**src/rtl/mic_pkg.sv**
```systemverilog
// Shared definitions for the stereo PDM microphone capture sequencer.
package mic_pkg;

    // Default widths for the divider and settle counters.
    localparam int DIV_W_DEF    = 8;
    localparam int SETTLE_W_DEF = 16;

    // Reset values of the divider and settle configuration.
    localparam int DIV_RST    = 3;
    localparam int SETTLE_RST = 0;

    // Sequencer states, encoded as plain constants for older tooling.
    typedef logic [1:0] state_t;
    localparam state_t ST_IDLE   = 2'd0;
    localparam state_t ST_SETTLE = 2'd1;
    localparam state_t ST_RUN    = 2'd2;
    localparam state_t ST_DRAIN  = 2'd3;

endpackage

```
**src/rtl/mic_capture_ctrl_if.sv**
```systemverilog
// Config, control and capture-result bundle between the register block,
// the sequencer and the decimation filters.
interface mic_capture_ctrl_if
    import mic_pkg::*;
#(
    parameter int DIV_W    = DIV_W_DEF,
    parameter int SETTLE_W = SETTLE_W_DEF
);
    logic                cfg_we;
    logic [DIV_W-1:0]    cfg_div;
    logic [SETTLE_W-1:0] cfg_settle;
    logic                start;
    logic                stop;
    logic                pdm_l;
    logic                pdm_r;
    logic                pdm_valid;
    logic                busy;
    logic                settled;

    // Register block / host side.
    modport master (
        output cfg_we, cfg_div, cfg_settle, start, stop,
        input  pdm_l, pdm_r, pdm_valid, busy, settled
    );

    // Sequencer side.
    modport slave (
        input  cfg_we, cfg_div, cfg_settle, start, stop,
        output pdm_l, pdm_r, pdm_valid, busy, settled
    );
endinterface

```
**src/rtl/mic_clk_div.sv**
```systemverilog
// Mic-clock prescaler: half-period of (div+1) clk cycles, with the active
// divider only reloaded at a period boundary so no phase is ever shortened.
module mic_clk_div
    import mic_pkg::*;
#(
    parameter int DIV_W = DIV_W_DEF
) (
    input  logic             clk,
    input  logic             rst,
    input  logic             en,
    input  logic [DIV_W-1:0] div_shadow,
    output logic             mic_clk,
    output logic             rise,
    output logic             fall
);
    logic [DIV_W-1:0] count_q, count_d;
    logic [DIV_W-1:0] div_active_q, div_active_d;
    logic             mic_clk_q, mic_clk_d;
    logic             toggle;

    assign toggle  = en && (count_q == div_active_q);
    assign rise    = toggle && !mic_clk_q;
    assign fall    = toggle && mic_clk_q;
    assign mic_clk = mic_clk_q;

    // Next-state for the counter, clock level and active divider.
    always_comb begin
        count_d      = count_q;
        mic_clk_d    = mic_clk_q;
        div_active_d = div_active_q;
        if (!en) begin
            // Parked: clock low, counter cleared, divider tracks the shadow.
            count_d      = '0;
            mic_clk_d    = 1'b0;
            div_active_d = div_shadow;
        end else begin
            count_d   = toggle ? '0 : count_q + 1'b1;
            mic_clk_d = toggle ? ~mic_clk_q : mic_clk_q;
            // Falling edge ends a period: the only safe point to change div.
            if (fall) begin
                div_active_d = div_shadow;
            end
        end
    end

    // Divider state registers.
    always_ff @(posedge clk) begin
        if (rst) begin
            count_q      <= '0;
            mic_clk_q    <= 1'b0;
            div_active_q <= DIV_W'(DIV_RST);
        end else begin
            count_q      <= count_d;
            mic_clk_q    <= mic_clk_d;
            div_active_q <= div_active_d;
        end
    end
endmodule

```
**src/rtl/mic_capture_ctrl.sv**
```systemverilog
// Stereo PDM microphone sequencer: settle, run and orderly stop, with
// dual-edge capture of the shared data line into left/right bit pairs.
module mic_capture_ctrl
    import mic_pkg::*;
#(
    parameter int DIV_W    = DIV_W_DEF,
    parameter int SETTLE_W = SETTLE_W_DEF
) (
    input  logic              clk,
    input  logic              rst,
    mic_capture_ctrl_if.slave bus,
    input  logic              pdm_in,
    output logic              mic_clk
);
    state_t              state_q, state_d;
    logic [DIV_W-1:0]    shadow_div_q, shadow_div_d;
    logic [SETTLE_W-1:0] shadow_settle_q, shadow_settle_d;
    logic [SETTLE_W-1:0] settle_active_q, settle_active_d;
    logic [SETTLE_W-1:0] settle_cnt_q, settle_cnt_d;
    logic                drain_emit_q, drain_emit_d;
    logic                r_hold_q, r_hold_d;
    logic                pdm_l_q, pdm_l_d;
    logic                pdm_r_q, pdm_r_d;
    logic                pdm_valid_q, pdm_valid_d;
    logic                rise, fall;
    logic                settle_done;

    mic_clk_div #(.DIV_W(DIV_W)) u_div (
        .clk        (clk),
        .rst        (rst),
        .en         (state_q != ST_IDLE),
        .div_shadow (shadow_div_q),
        .mic_clk    (mic_clk),
        .rise       (rise),
        .fall       (fall)
    );

    // Extra bit so the +1 compare cannot wrap at the maximum settle count.
    assign settle_done = (({1'b0, settle_cnt_q} + 1'b1) == {1'b0, settle_active_q});

    // Shadow config registers accept writes in any state.
    always_comb begin
        shadow_div_d    = shadow_div_q;
        shadow_settle_d = shadow_settle_q;
        if (bus.cfg_we) begin
            shadow_div_d    = bus.cfg_div;
            shadow_settle_d = bus.cfg_settle;
        end
    end

    // Sequencer: IDLE -> SETTLE -> RUN -> DRAIN -> IDLE.
    always_comb begin
        state_d         = state_q;
        settle_active_d = settle_active_q;
        settle_cnt_d    = settle_cnt_q;
        drain_emit_d    = drain_emit_q;
        case (state_q)
            ST_IDLE: begin
                // start wins over a simultaneous stop, which is dropped.
                if (bus.start) begin
                    settle_active_d = shadow_settle_q;
                    settle_cnt_d    = '0;
                    state_d         = (shadow_settle_q == '0) ? ST_RUN : ST_SETTLE;
                end
            end
            ST_SETTLE: begin
                if (bus.stop) begin
                    // The draining period never ran in RUN: no pair emitted.
                    drain_emit_d = 1'b0;
                    state_d      = ST_DRAIN;
                end else if (fall) begin
                    if (settle_done) begin
                        state_d = ST_RUN;
                    end else begin
                        settle_cnt_d = settle_cnt_q + 1'b1;
                    end
                end
            end
            ST_RUN: begin
                if (bus.stop) begin
                    drain_emit_d = 1'b1;
                    state_d      = ST_DRAIN;
                end
            end
            ST_DRAIN: begin
                // Finish the current period so mic_clk ends low.
                if (fall) begin
                    state_d = ST_IDLE;
                end
            end
            default: state_d = ST_IDLE;
        endcase
    end

    // Right mic drives on the low phase, left mic on the high phase.
    always_comb begin
        r_hold_d    = rise ? pdm_in : r_hold_q;
        pdm_l_d     = fall ? pdm_in : pdm_l_q;
        pdm_r_d     = fall ? r_hold_q : pdm_r_q;
        pdm_valid_d = fall && ((state_q == ST_RUN) ||
                               ((state_q == ST_DRAIN) && drain_emit_q));
    end

    // State and capture registers.
    always_ff @(posedge clk) begin
        if (rst) begin
            state_q         <= ST_IDLE;
            shadow_div_q    <= DIV_W'(DIV_RST);
            shadow_settle_q <= SETTLE_W'(SETTLE_RST);
            settle_active_q <= SETTLE_W'(SETTLE_RST);
            settle_cnt_q    <= '0;
            drain_emit_q    <= 1'b0;
            r_hold_q        <= 1'b0;
            pdm_l_q         <= 1'b0;
            pdm_r_q         <= 1'b0;
            pdm_valid_q     <= 1'b0;
        end else begin
            state_q         <= state_d;
            shadow_div_q    <= shadow_div_d;
            shadow_settle_q <= shadow_settle_d;
            settle_active_q <= settle_active_d;
            settle_cnt_q    <= settle_cnt_d;
            drain_emit_q    <= drain_emit_d;
            r_hold_q        <= r_hold_d;
            pdm_l_q         <= pdm_l_d;
            pdm_r_q         <= pdm_r_d;
            pdm_valid_q     <= pdm_valid_d;
        end
    end

    assign bus.pdm_l     = pdm_l_q;
    assign bus.pdm_r     = pdm_r_q;
    assign bus.pdm_valid = pdm_valid_q;
    assign bus.busy      = (state_q != ST_IDLE);
    assign bus.settled   = (state_q == ST_RUN);
endmodule

```
**src/flat_wrapper.sv**
```systemverilog
// flat-port wrapper written by rule: the top's interface ports become plain ports
module mic_capture_ctrl_flat import mic_pkg::*;
#(
    parameter int DIV_W    = DIV_W_DEF,
    parameter int SETTLE_W = SETTLE_W_DEF
)
  (clk, rst, pdm_in, mic_clk, bus_cfg_we, bus_cfg_div, bus_cfg_settle, bus_start, bus_stop, bus_pdm_l, bus_pdm_r, bus_pdm_valid, bus_busy, bus_settled);
  mic_capture_ctrl_if #(.DIV_W(DIV_W), .SETTLE_W(SETTLE_W)) bus_i ();
  input  logic clk;
  input  logic rst;
  input  logic pdm_in;
  output logic mic_clk;
  input wire logic [$bits(bus_i.cfg_we)-1:0] bus_cfg_we;
  input wire logic [$bits(bus_i.cfg_div)-1:0] bus_cfg_div;
  input wire logic [$bits(bus_i.cfg_settle)-1:0] bus_cfg_settle;
  input wire logic [$bits(bus_i.start)-1:0] bus_start;
  input wire logic [$bits(bus_i.stop)-1:0] bus_stop;
  output wire logic [$bits(bus_i.pdm_l)-1:0] bus_pdm_l;
  output wire logic [$bits(bus_i.pdm_r)-1:0] bus_pdm_r;
  output wire logic [$bits(bus_i.pdm_valid)-1:0] bus_pdm_valid;
  output wire logic [$bits(bus_i.busy)-1:0] bus_busy;
  output wire logic [$bits(bus_i.settled)-1:0] bus_settled;
  assign bus_i.cfg_we = bus_cfg_we;
  assign bus_i.cfg_div = bus_cfg_div;
  assign bus_i.cfg_settle = bus_cfg_settle;
  assign bus_i.start = bus_start;
  assign bus_i.stop = bus_stop;
  assign bus_pdm_l = bus_i.pdm_l;
  assign bus_pdm_r = bus_i.pdm_r;
  assign bus_pdm_valid = bus_i.pdm_valid;
  assign bus_busy = bus_i.busy;
  assign bus_settled = bus_i.settled;
  mic_capture_ctrl #(.DIV_W(DIV_W), .SETTLE_W(SETTLE_W)) u_core (.clk(clk), .rst(rst), .bus(bus_i), .pdm_in(pdm_in), .mic_clk(mic_clk));
endmodule
```
**config.mk**
```make
export PLATFORM = sky130hd
export DESIGN_NAME = mic_capture_ctrl_flat
export DESIGN_NICKNAME = d
export VERILOG_FILES = /design/src/rtl/mic_pkg.sv /design/src/rtl/mic_capture_ctrl_if.sv /design/src/rtl/mic_clk_div.sv /design/src/rtl/mic_capture_ctrl.sv /design/src/flat_wrapper.sv
export SDC_FILE = /design/constraint.sdc
export NUM_CORES = 1
export LEC_CHECK = 0
export ABC_AREA = 1
export CELL_PAD_IN_SITES_DETAIL_PLACEMENT = 1
export CELL_PAD_IN_SITES_GLOBAL_PLACEMENT = 2
export CORE_UTILIZATION = 32
export DETAILED_ROUTE_END_ITERATION = 8
export GPL_ROUTABILITY_DRIVEN = 0
export MAX_ROUTING_LAYER = met4
export PLACE_DENSITY = 0.77
export SLEW_MARGIN = 0
export SYNTH_ARGS = -nofsm -noshare
export SYNTH_HDL_FRONTEND = slang
export SYNTH_SLANG_ARGS = --single-unit
```
**constraint.sdc**
```tcl
create_clock -name clk -period 2.3 [get_ports clk]
set_input_delay 0.46 -clock clk [delete_from_list [all_inputs] [get_ports clk]]
set_output_delay 0.46 -clock clk [all_outputs]
set_load 0.1 [all_outputs]
```
After elaboration in Yosys (flattened, before gate mapping)
Index checks and enable logic that the tools add are counted.
{"block": "word_totals", "ff_bits": 80, "in_bits": 30, "output_inout_bits": 6, "word_cells": 69}
{"block": "op_classes", "add_sub_neg": 3, "n_eq_ne": 15, "mux": 18, "n_bitwise": 2, "n_reduce_logical": 18}
{"operator": "$mux 16", "n": 4}
{"operator": "$pmux 16 s2", "n": 1}
{"operator": "$add 16x1->17 const B", "n": 1}
{"operator": "$eq 17x16->1", "n": 1}
{"operator": "$add 16x1->16 const B", "n": 1}
{"operator": "$logic_not 16->1", "n": 1}
{"operator": "$mux 8", "n": 2}
{"operator": "$mux 2", "n": 7}
{"operator": "$ne 2x2->1 const B", "n": 5}
{"operator": "$reduce_and 5->1", "n": 2}
{"operator": "$add 8x1->8 const B", "n": 1}
{"operator": "$eq 8x8->1", "n": 1}
{"operator": "$pmux 2 s4", "n": 1}
{"operator": "$ne 2x1->1 const B", "n": 3}
{"operator": "$ne 3x2->1 const B", "n": 2}
{"operator": "$reduce_bool 2->1", "n": 3}
{"operator": "$logic_and 1x1->1", "n": 5}
{"operator": "$eq 2x2->1 const B", "n": 2}
{"operator": "$reduce_and 3->1", "n": 1}
{"operator": "$reduce_or 3->1", "n": 1}
{"operator": "$eq 2x1->1 const B", "n": 1}
{"operator": "$logic_not 2->1", "n": 1}
{"operator": "$mux 1", "n": 2}
{"operator": "$not 1->1", "n": 2}
{"operator": "5 further kinds", "n": 5}

Longest topological paths before layout
Gate-level depths: netlist of the first run.
{"block": "depth", "depth_word": 6, "ltp_mapped": 18, "ltp_nobuf": 17}

Modules after synthesis
From an unflattened synthesis of the first run, not the netlist that was laid out.
{"block": "hier_totals", "cells_unflattened": 648, "hier_area_um2": 4366.7}
{"module": "mic_capture_ctrl", "instances": 1, "cells_each": 488, "area_per_inst_um2": 3395.8, "seq_area_each_um2": 1261.2}
{"module": "mic_clk_div", "instances": 1, "cells_each": 160, "area_per_inst_um2": 970.9, "seq_area_each_um2": 340.3}

Worst setup path after synthesis of the first run
OpenSTA, ideal clock, no wires.
{"block": "synth_path", "kind": "flip-flop to flip-flop", "start": "reg u_core.state_q[0]", "end": "reg u_core.settle_cnt_q[0]", "setup_ps": 115, "t_arrival_ps": 2511, "required_ps": 2185, "path_slack_ps": -327, "stages_incl_launch_ff": 14, "path_buffers": 1, "period_less_slack_ps": 2627, "cell_sequence": "dfxtp_1 -> inv_1 -> ha_1 -> inv_1 -> o21ai_0 -> nor2_1 -> nand4_1 -> nor2_2 -> nand2_2 -> nand2_4 -> buf_6 -> nand3_2 -> nand2_1 -> nor2_1"}
{"block": "synth_between", "elab_chain_cells": 5, "word_cells_on_any_way": 12, "cone_classes": "eq/ne (5); mux (1); reduce/logical (6)"}
{"item": "start: declaration", "line_no": "mic_capture_ctrl.sv:15", "source": "state_t state_q, state_d;"}
{"item": "start signal: assignment", "line_no": "mic_capture_ctrl.sv:118", "source": "state_q <= state_d;"}
{"item": "$reduce_bool 2->1"}
{"item": "net bus_busy", "line_no": "flat_wrapper.sv:21", "source": "output wire logic [$bits(bus_i.busy)-1:0] bus_busy;"}
{"item": "$logic_and 1x1->1", "line_no": "mic_clk_div.sv:21", "source": "assign toggle = en && (count_q == div_active_q);"}
{"item": "$logic_and 1x1->1", "line_no": "mic_clk_div.sv:23", "source": "assign fall = toggle && mic_clk_q;"}
{"item": "$ne 2x1->1 (no line)"}
{"item": "$reduce_and 5->1 (no line)"}
{"item": "end signal: assignment", "line_no": "mic_capture_ctrl.sv:122", "source": "settle_cnt_q <= settle_cnt_d;"}
{"item": "end: declaration", "line_no": "mic_capture_ctrl.sv:19", "source": "logic [SETTLE_W-1:0] settle_cnt_q, settle_cnt_d;"}
The timed path passes the listed nets, and every way through them passes these cells.
A chain may end at the register's enable or synchronous reset.

Worst setup path after layout of the first run
{"block": "layout_path", "start": "reg u_core.settle_cnt_q[0]", "end": "reg u_core.settle_cnt_q[4]"}
{"block": "layout_between", "elab_chain_cells": 5, "word_cells_on_any_way": 9, "cone_classes": "add/sub (2); eq/ne (2); mux (4); reduce/logical (1)"}
{"item": "branches (longest 5 deep; another with $add 16x1->17)"}
Several ways; the timed one is not identified. The select of a mux whose other input is x is not followed.

==> summary.md, run 1 <==
| Metric | Value |
|---|---|
| Outcome | `completed` |
| Period minus WS final | `approximately 2200 ps` |
| Yosys reg bits | `80` |
| RSZ-0062 raised after global routing | `true` |
| Grt total ovfl | `0` |
| Clk_lat worst skew | `approximately 340 ps` |
| Drt total wl | `roughly 12000 um` |
| Reg2reg start | `u_core.settle_cnt_q[0]` |
| Static Leak | `just over 0.002 uW` |
| Dpl hpwl | `8598 um` |
| Final worst path period share | `0.9655` |
| CTS H-tree lvls | `3` |
| Critical path class | `register to register` |
| Crit end category | `register` |
| Worst hold stages | `2` |
| CTS Buf Count | `9` |
| PwrDens | `around 1100 nW/um^2` |
| Final Net Count | `666` |
| Required time of the critical path | `~2500 ps` |
| Worst vdd ir | `between 500 and 600 uV` |
| Overall routing resource usage | `0.1997` |
| Post-Syn Area | `just over 4000 um^2` |
| YS warnings | `0` |
| Final ANT Viol Nets | `0` |
| Iter 0 DRT Violations | `140` |
| Commonest non-fill, non-tap cell in the layout | `nand2_1` |
| Layout cells sized above 1 | `0.1921` |
| Final hold vios | `0` |
| Io pins | `36` |
| Total negative slack | `0 ps` |
| CP endpoint | `u_core.settle_cnt_q[4]` |
| Most frequent cells in the layout | `99 x nand2_1, 95 x nor2_1, 69 x dfxtp_1, 54 x o21ai_0, 53 x inv_1` |
| Row cnt | `40` |
| Worst slew margin | `0.4720` |
| TritonCTS clock tree | `done` |
| Root Driver | `clkbuf_16` |
| Worst slew pin tran | `791.1 ps` |
| Worst-path clk slew | `approximately 70 ps` |
| Antenna violations before repair | `0` |
| F_max | `~450 MHz` |
| Die area | `between 10000 and 15000 um^2` |
| Drt first pass iters | `4` |
| Clock sinks | `80` |
| DRC | `0` |
| Vias in the first global route | `around 4000` |
| WP data arrival | `2450 ps` |
| Setup-failing EPs final | `0` |
| CTS Buffer Depth | `2` |
| Avg WL per Cell | `~15 um` |
| Count of cell types in the netlist | `35` |
| Die width | `around 110 um` |
| Post-Place Cells | `781` |
| Skew final | `around 9.9 ps` |
| Area delta synth->final | `28.88%` |
| Largest net degree at the start of global routing | `52` |
| Worst setup path startpoint | `u_core.settle_cnt_q[0]` |
| Fin cells | `about 800` |
| Final number of max-transition violations | `0` |
| Avg Synthesized Cell Area | `6.934 um^2` |
| Peak fanout along the critical path | `8` |
| Die Height | `114.4 um` |
| Vias post-DR | `3937` |
| R2R Setup Slk | `~80 ps` |
| Post-synthesis sequential area ratio | `0.3962` |
| First-pass GRT wire length | `19580 um` |
| # diodes | `0` |
| Worst min path class | `register to register` |
| Initial Util | `0.3324` |
| Port Buffers | `35` |
| Max-cap violations | `0` |
| Post-Syn Instances | `583` |
| Mapped Nets | `619` |
| R2R cell count | `16` |
| Reg2Reg Capture Point | `u_core.settle_cnt_q[4]` |
| Core area | `12160 um^2` |
| Vias/cell | `just under 5` |
| Worst Setup Start Kind | `register` |
| # hold bufs at CTS | `0` |
[critical path, cell delays in order, from the launching register on]
cell and delay [ps]:
dfxtp_4 380, ha_4 170, nand2_4 60, nor2_4 170
nand2_2 100, nor2_4 130, nand2_2 70, nand3_2 60
nand2_1 70, nor2_2 90, nand2_1 50, nor2_1 80
nand2_1 110, nand2_4 220, nand2_8 140, a21oi_2 140
nor2_1 50
[metal layers]
metal | GRT usage | up-vias | share of wire
li1 | - | 2000 | -
met1 | 0.2451 | 1883 | 0.49
met2 | 0.3309 | 48 | 0.47
met3 | 0.05082 | 6 | 0.031
met4 | 0.04156 | 0 | 0.0067
met5 | - | - | 0
[worst min-delay path by stage]
stage,from,endpoint,slack (ps)
final,u_core.shadow_div_q[1],u_core.shadow_div_q[1],460
after global routing,u_core.u_div.div_active_q[6],u_core.u_div.div_active_q[6],500
after CTS,u_core.shadow_div_q[1],u_core.shadow_div_q[1],470
after detailed placement,u_core.shadow_div_q[1],u_core.shadow_div_q[1],450
after global placement,u_core.shadow_div_q[1],u_core.shadow_div_q[1],450
after floorplan,u_core.shadow_div_q[0],u_core.shadow_div_q[0],430
[synthesized netlist by cell type, drive strengths merged]
master	n	area share
nand2	110	0.11
nor2	107	0.11
dfxtp	80	0.40
inv	56	0.052
o21ai	56	0.069
nand3	55	0.085
a21oi	50	0.062
clkbuf	16	0.015
buf	8	0.015
nand4	8	0.012
ha	6	0.019
xor2	6	0.013
nor3	5	0.0074
nor4	4	0.0062
a211oi	3	0.0056
xnor2	3	0.0065
nor3b	2	0.0037
or2	2	0.0031
a311oi	1	0.0022
clkinv	1	0.00093
nand3b	1	0.0019
o21a	1	0.0019
o22ai	1	0.0015
xnor3	1	0.0056
[cells by family after synthesis]
kind of cell | Yosys count | synth area share
buffers and inverters | 81 | 0.08263
adders and majority gates | 6 | 0.01857
AOI/OAI and AO/OA | 112 | 0.1424
and+or+nand+nor | 294 | 0.3352
DFF | 80 | 0.3962
xor gates and xnor gates | 10 | 0.02507
[per-stage QoR]
| step | cell area, um^2 | utilization | hold WS [ps] | power, uW | worst slack (ps) |
|---|---|---|---|---|---|
| global route | 5210 | 0.4284 | 503.4 | 6108 | -91.95 |
| detailed placement | 4658 | 0.3830 | 454.1 | 3986 | -153.8 |
| finish | 5210 | 0.4284 | 463.8 | 5689 | 79.45 |
| CTS | 5006 | 0.4116 | 471.6 | 5536 | 50.20 |
| global placement | 4658 | 0.3830 | 451.9 | 3905 | -61.63 |
| floorplan | 4049 | - | 429.2 | 3355 | 29.45 |
[sequential cells by signal, summed over array words and instances, names as in the netlist, 2 cells and up]
name                       cells
u_core.settle_active_q        16
u_core.u_div.count_q           8
u_core.state_q                 2
u_core.shadow_div_q            8
u_core.settle_cnt_q           16
u_core.shadow_settle_q        16
u_core.u_div.div_active_q      8
[area by class of cell]
class / count / area (um^2)
multi-input combinational: 425 / 2316
clock buffer: 10 / 239.0
tap: 168 / 210.2
timing repair buffer: 57 / 541.8
clock inverter: 6 / 65.06
fill: 1536 / 6952
inverter: 57 / 217.7
sequential: 80 / 1620
[what timing repair did]
action                     4_1_cts  5_1_grt
setup endpoints to repair       17       18
setup buffers                    0        3
cloned                           1        2
pin swaps                        1       16
gates resized for setup          8       45
[power by group]
| part | leakage [uW] | switching, uW | internal, uW |
|---|---|---|---|
| logic | 0.00126 | 1380 | 911 |
| clock network | 0.000149 | 604 | 874 |
| registers | 0.000664 | 244 | 1670 |
| total | 0.00207 | 2230 | 3460 |
No activity file was read; power rests on OpenSTA's default activity.
==> inputs of run 2 (changes only) <==
--- a/config.mk
+++ b/config.mk
@@ -9,6 +9,7 @@
 export CELL_PAD_IN_SITES_DETAIL_PLACEMENT = 1
 export CELL_PAD_IN_SITES_GLOBAL_PLACEMENT = 2
 export CORE_UTILIZATION = 32
+export CTS_BUF_LIST = sky130_fd_sc_hd__clkbuf_8 sky130_fd_sc_hd__clkbuf_16
 export DETAILED_ROUTE_END_ITERATION = 8
 export GPL_ROUTABILITY_DRIVEN = 0
 export MAX_ROUTING_LAYER = met4
==> results of run 2 <==
The final DEF is identical to that of run 1; final timing and power are the same.
